<file path="config.mk">
export PLATFORM = sky130hd
export DESIGN_NAME = game_input_ctrl
export DESIGN_NICKNAME = d
export VERILOG_FILES = /design/src/rtl/game_input_ctrl.sv
export SDC_FILE = /design/constraint.sdc
export NUM_CORES = 1
export LEC_CHECK = 0
export ABC_CLOCK_PERIOD_IN_PS = 1800
export BUFFER_PORTS_ARGS = -buffer_cell sky130_fd_sc_hd__buf_2
export CAP_MARGIN = 10
export CORE_MARGIN = 2
export CORE_UTILIZATION = 40
export DETAILED_ROUTE_END_ITERATION = 10
export HOLD_SLACK_MARGIN = 0.08
export PLACE_DENSITY_LB_ADDON = 0.1
export SYNTH_ARGS = -nofsm -noshare
export SYNTH_HDL_FRONTEND = slang
export SYNTH_SLANG_ARGS = --single-unit
</file>
<file path="constraint.sdc">
create_clock -name clk -period 1.8 [get_ports clk]
set_input_delay 0.09 -clock clk [delete_from_list [all_inputs] [get_ports clk]]
set_output_delay 0.09 -clock clk [all_outputs]
set_load 0.005 [all_outputs]
</file>
<file path="src/rtl/game_input_ctrl.sv">
// game_input_ctrl: button front-end and game-mode FSM for the flappy-bird core.
// Synchronises and debounces flap/start/pause, turns each debounced press
// into one event, arbitrates events against collide and drives the game FSM.
module game_input_ctrl #(
   parameter int DB_CYCLES = 12,
   parameter int CNT_W     = 4,
   parameter int FLAP_GAP  = 8
) (
   input  logic       clk,
   input  logic       rst_n,
   input  logic       btn_flap,
   input  logic       btn_start,
   input  logic       btn_pause,
   input  logic       collide,
   output logic       flap_pulse,
   output logic       start_pulse,
   output logic       game_run,
   output logic [1:0] state
);

   typedef enum logic [1:0] {
      IDLE  = 2'd0,
      PLAY  = 2'd1,
      PAUSE = 2'd2,
      OVER  = 2'd3
   } state_t;

   localparam int GAP_W = (FLAP_GAP > 1) ? $clog2(FLAP_GAP) : 1;
   localparam logic [CNT_W-1:0] DB_LAST  = CNT_W'(DB_CYCLES - 1);
   localparam logic [GAP_W-1:0] GAP_LOAD = GAP_W'(FLAP_GAP - 1);

   // Button index: 0 flap, 1 start, 2 pause
   logic [2:0]       raw;
   logic [2:0]       s1, s2;
   logic [2:0]       lvl, lvl_d;
   logic [CNT_W-1:0] cnt [3];
   logic [2:0]       ev;
   logic             win_collide, win_pause, win_start, win_flap;
   logic [GAP_W-1:0] gap;
   state_t           st;

   assign raw   = {btn_pause, btn_start, btn_flap};
   assign state = st;

   // Two-flop synchroniser for the asynchronous buttons
   always_ff @(posedge clk or negedge rst_n) begin
      if (!rst_n) begin
         s1 <= '0;
         s2 <= '0;
      end else begin
         s1 <= raw;
         s2 <= s1;
      end
   end

   // Debounce: level only follows s2 after DB_CYCLES consecutive differing samples
   always_ff @(posedge clk or negedge rst_n) begin
      if (!rst_n) begin
         lvl   <= '0;
         lvl_d <= '0;
         for (int i = 0; i < 3; i++) cnt[i] <= '0;
      end else begin
         lvl_d <= lvl;
         for (int i = 0; i < 3; i++) begin
            if (s2[i] == lvl[i]) begin
               cnt[i] <= '0;
            end else if (cnt[i] == DB_LAST) begin
               lvl[i] <= s2[i];
               cnt[i] <= '0;
            end else begin
               cnt[i] <= cnt[i] + 1'b1;
            end
         end
      end
   end

   // Press events and fixed-priority arbitration: collide > pause > start > flap
   always_comb begin
      ev          = lvl & ~lvl_d;
      win_collide = collide;
      win_pause   = ev[2] & ~collide;
      win_start   = ev[1] & ~collide & ~ev[2];
      win_flap    = ev[0] & ~collide & ~ev[2] & ~ev[1];
   end

   // Game-mode FSM with registered pulses, run level and flap gap counter
   always_ff @(posedge clk or negedge rst_n) begin
      if (!rst_n) begin
         st          <= IDLE;
         flap_pulse  <= 1'b0;
         start_pulse <= 1'b0;
         game_run    <= 1'b0;
         gap         <= '0;
      end else begin
         flap_pulse  <= 1'b0;
         start_pulse <= 1'b0;
         if (gap != '0) gap <= gap - 1'b1;
         case (st)
            IDLE: begin
               // A flap from IDLE starts the game but is not itself a flap
               if (win_start || win_flap) begin
                  st          <= PLAY;
                  start_pulse <= 1'b1;
                  game_run    <= 1'b1;
               end
            end
            PLAY: begin
               if (win_collide) begin
                  st       <= OVER;
                  game_run <= 1'b0;
               end else if (win_pause) begin
                  st       <= PAUSE;
                  game_run <= 1'b0;
               end else if (win_flap && gap == '0) begin
                  flap_pulse <= 1'b1;
                  gap        <= GAP_LOAD;
               end
            end
            PAUSE: begin
               if (win_pause || win_start) begin
                  st       <= PLAY;
                  game_run <= 1'b1;
               end
            end
            OVER: begin
               if (win_start) begin
                  st  <= IDLE;
                  gap <= '0;
               end
            end
            default: begin
               st       <= IDLE;
               game_run <= 1'b0;
            end
         endcase
      end
   end

endmodule

</file>
== Yosys cells after proc, flatten, opt, wreduce, memory -nomap -nowiden ==
Index checks and enable logic that the tools add are counted.
W data, S select, Z words.

* Output and inout port bits: 5
* Word-level logic and storage cells: 86
* Input port bits: 6
* Register bits: 32

* Reductions and logical operators: 12
* Muxes and demuxes: 29
* Equal/unequal tests: 13
* Bitwise gates (word level): 14
* $add $sub $neg: 4

{| class="wikitable"
|+ Operator list
! kind !! count
|-
| $mux W4 || 6
|-
| $mux W3 || 5
|-
| $add A4 B1 Y4 const B || 3
|-
| $eq A4 B4 Y1 const B || 3
|-
| $mux W1 || 10
|-
| $mux W2 || 5
|-
| $pmux W2 S4 || 1
|-
| $reduce_and A4 Y1 || 2
|-
| $and A1 B1 Y1 || 6
|-
| $ne A2 B2 Y1 const B || 3
|-
| $not A1 Y1 || 6
|-
| $pmux W3 S2 || 1
|-
| $reduce_and A2 Y1 || 3
|-
| $reduce_bool A3 Y1 || 2
|-
| $eq A2 B2 Y1 const B || 2
|-
| $and A3 B3 Y3 || 1
|-
| $eq A1 B1 Y1 || 3
|-
| $logic_not A3 Y1 || 1
|-
| $ne A3 B3 Y1 const B || 1
|-
| $not A3 Y3 || 1
|-
| $pmux W1 S3 || 1
|-
| $sub A3 B1 Y3 const B || 1
|-
| $eq A2 B1 Y1 const B || 1
|-
| $logic_not A2 Y1 || 1
|-
| 2 further kinds || 3
|}

== Longest topological paths before layout ==
* Depth in word-level cells: 10
* Gate-level depth with buffers: 6
* Depth with buffers taken out: 6

== Worst setup path after synthesis ==
No wires, ideal clock.

* Path type: register to register
* From: register gap[0]
* To: register gap[1]
* Required time: 1.733 ns
* Cell stages (with the launch flop): 7
* Setup time: 0.067 ns
* Period minus slack after synthesis: 1.375 ns
* Setup slack: 0.425 ns
* Buffers on the path: 0
* Data arrival time: 1.308 ns
* Path through: dfrtp_1 -> inv_1 -> ha_1 -> or2b_1 -> nor4b_2 -> nand2_1 -> nand2_1

* Word-level cells in the longest chain between the ends: 6

{| class="wikitable"
|+ Ends and longest elaborated chain
! what !! RTL line !! RTL
|-
| start: declaration || 39 || <nowiki>logic [GAP_W-1:0] gap;</nowiki>
|-
| start signal: assignment || 97 || <nowiki>if (gap != '0) gap <= gap - 1'b1;</nowiki>
|-
| $sub A3 B1 Y3, or another cell as far along || 97 ||
|-
| $mux W3 or $logic_and A1 B1 Y1 (tied branches) || 97, 114 ||
|-
| $mux W3 || 114 || <nowiki>end else if (win_flap && gap == '0) begin</nowiki>
|-
| $mux W3 || 111 || <nowiki>end else if (win_pause) begin</nowiki>
|-
| $mux W3 || 108 || <nowiki>if (win_collide) begin</nowiki>
|-
| $pmux W3 S2 (*) || 98 || <nowiki>case (st)</nowiki>
|}

Every way passes the cells marked *; elsewhere a longest branch is shown, timed or not.
A chain may end at the register's enable or synchronous reset.

== Worst setup path after layout ==
* From: register gap[0]
* To: register gap[0]

The elaborated chain is that of the path after synthesis.

==> results.txt <==
Initial antenna violation count: 0
Ratio of cells with drive above 1 in the final layout: 17.27%
VDD IR-drop max: 0.0004590 V
Critical path type: flip-flop to flip-flop
TNS Setup: 0 ns
Slew Limit Fails: 0
Min-delay worst type: input port to flip-flop
Switching share of power: 29.48%
Syn Inst Count: 120
Final Critical Period: 1.484 ns
Clock buffer depth: 2
Synthesis-stage register bit count: 32
Later-pin clock latency in the skew report: 0.32 ns
Via density: 4.730
# setup viols final: 0
I/O pin count: 11
Vias in the first global route: 845
Yosys top cell by area: dfrtp_1
Worst-margin pin slew: 0.6772 ns
Max FO, Critical Path: 5
Final Cell Area: 0.001563 sq mm
Setup Skew: 0.006684 ns
YS warnings: 0
Slew HR: 54.86%
WP data required: 2.06 ns
Die Area: 0.003946 sq mm
Yosys cell types: 28
Starting DRT DRC Count: 29
Clock network fraction of design power: 23.3%
GRT Overall Usage: 12.33%
Seq pwr share: 54.6%
Share of the synthesized area in the top cell type: 57.87%
H-tree level count: 2
Top post-synthesis cells by area: dfrtp_1 (58%), ha_1 (4.5%), mux2_2 (4.1%)
Post-detailed-route count of antenna-violating nets: 0
Logic gate share of total power: 22.1%
Sequential area share after synthesis: 57.87%
RSZ-0062 raised after global routing: false
Initial Util: 41.47%
Crit start category: flip-flop
CTS-repair resized insts: 0
Area Overhead vs Synth: 12.93%
Core Util, Final: 46.83%
Tcrit/Tclk final: 82.47%
Routed vias: 875
Hpwl dp: 1407 um
Endpoints failing hold: 0
Row cnt: 21
Clk root buf: clkbuf_4
RePlAce Congestion: 0.7170
NumNets Final: 150
Drt wl/cell: 10.81 um
Int Pwr: 1.111 mW
Pwr per Cell Area: 1008 mW/mm^2
DRC viols: 0
Max-Cap Viols: 0
Leakage: 0.7302 nW
IO buf count: 10
Place WS: 0.3196 ns
Max Fclk: 673.6 MHz
DRT Pass-1 Iters: 3
GR Overflow Total: 0
Die width: 62.82 um
Number of fill cells: 319
Mapped Area: 0.001384 sq mm
Post-synthesis net count: 131
Final Worst Setup Slack: 0.3155 ns
Net Switching: 464.2 uW
Outcome: completed
Core Area: 0.003337 sq mm
# diodes: 0
CTS tree: yes
Inserted Clock Buffers: 5
First-pass GRT wire length: 3643 um
Crit. End Element: flip-flop
Area after DPL: 0.001476 sq mm
Worst-path clk slew: 0.09 ns
Post-Syn Area per Cell: 11.53 sq um
Clock sink total: 32
Critical path arrival: 1.75 ns
Aggregate routed wire length: 2000 um
Die height: 62.82 um
Largest net degree at the start of global routing: 33
==> registers in the layout (all words and copies together) (netlist names) <==
register / flops
s2: 3
state: 2
s1: 3
lvl: 3
game_run: 1
flap_pulse: 1
start_pulse: 1
cnt: 12
lvl_d: 3
gap: 3
==> Yosys cell counts <==
cell      number
a211oi_1       2
a21oi_1        6
a31oi_1        2
and3_1         2
and4_1         1
buf_6          1
clkbuf_1       1
dfrtp_1       32
ha_1           5
inv_1          5
mux2_2         5
mux2i_1        2
nand2_1       14
nand2b_1       4
nand3b_1       2
nor2_1        11
nor2b_1        5
nor3_1         2
nor3b_1        4
nor4b_2        1
o211ai_1       1
o211ai_2       1
o21ai_1        1
o22ai_1        1
o32ai_1        1
or2b_1         1
or4_4          1
xnor2_1        6
==> worst max-delay path, cell delays in order (launching register included) <==
cell and delay [ns]:
dfrtp_1 0.37, inv_1 0.10, ha_1 0.17, or2b_1 0.31, nor4b_2 0.26, nand2_1 0.12, nand2_1 0.09
==> final cells by class <==
| type | count | area [sq um] | area share [%] |
|---|---|---|---|
| Sequential cell | 32 | 800.8 | 51.24 |
| Multi-Input combinational cell | 81 | 549.3 | 35.15 |
| Timing Repair Buffer | 14 | 90.09 | 5.765 |
| Tap cell | 46 | 57.56 | 3.683 |
| Clock buffer | 6 | 41.29 | 2.642 |
| Inverter | 5 | 18.77 | 1.201 |
| Clock inverter | 1 | 5.005 | 0.3203 |
==> timing repair <==
action,in CTS,in global routing
hold endpoints to repair,35,0
hold buffers,4,0
buffers inserted,0,0
setup endpoints to repair,0,0
==> logic make-up after synthesis <==
logic type / Yosys count / share of synthesized area (%)
AND/OR/NAND/NOR: 48 / 18.81
flip-flops: 32 / 57.87
AO/OA/AOI/OAI: 15 / 7.052
buffers and inverters: 7 / 2.441
multiplexers: 7 / 5.515
XOR/XNOR: 6 / 3.797
adder cells (fa/ha/maj): 5 / 4.521
==> power groups by stage <==
stage / clock network (mW) / registers, mW / logic (mW)
global route: 0.435 / 0.874 / 0.401
CTS: 0.397 / 0.862 / 0.357
finish: 0.367 / 0.861 / 0.348
detailed placement: 0 / 0.876 / 0.349
global placement: 0 / 0.874 / 0.334
floorplan: 0 / 0.863 / 0.266
==> cells in the final DEF, fill, tap and decap left out, types with 4 or more instances in the layout <==
master / instances
nand2_1: 14
mux2_2: 5
nor3b_1: 4
nor2b_1: 5
dfrtp_1: 32
a21oi_1: 6
clkbuf_4: 5
ha_1: 5
buf_2: 10
dlygate4sd3_1: 4
xnor2_1: 6
nor2_1: 11
inv_1: 5
nand2b_1: 4
==> worst paths after layout <==
path	from	cells after the start	slack, ns	endpoint
min in group asynchronous	rst_n	2	0.33	game_run
setup reg to reg	gap[0]	6	0.32	gap[0]
max in group asynchronous	rst_n	2	1.03	s1[0]
hold / removal	collide	3	0.14	state[1]
setup / recovery	gap[0]	6	0.32	gap[0]
hold reg to reg	s1[2]	0	0.35	s2[2]
==> through the flow <==
stage                     power (mW)  cells  hold WS, ns
after floorplan                1.130    120      -0.2056
after global placement         1.208    174       0.1777
after detailed placement       1.225    174       0.1802
after CTS                      1.616    185       0.1241
after global routing           1.710    185       0.1657
final                          1.575    185       0.1403
==> routing by layer <==
layer	global-route usage (%)	wire (um)	up-vias
met2	18.95	954	13
met4	5.833	19	0
li1	-	-	448
met5	0	0	-
met3	6.126	75	2
met1	14.35	951	412
No activity file was read; power rests on OpenSTA's default activity.
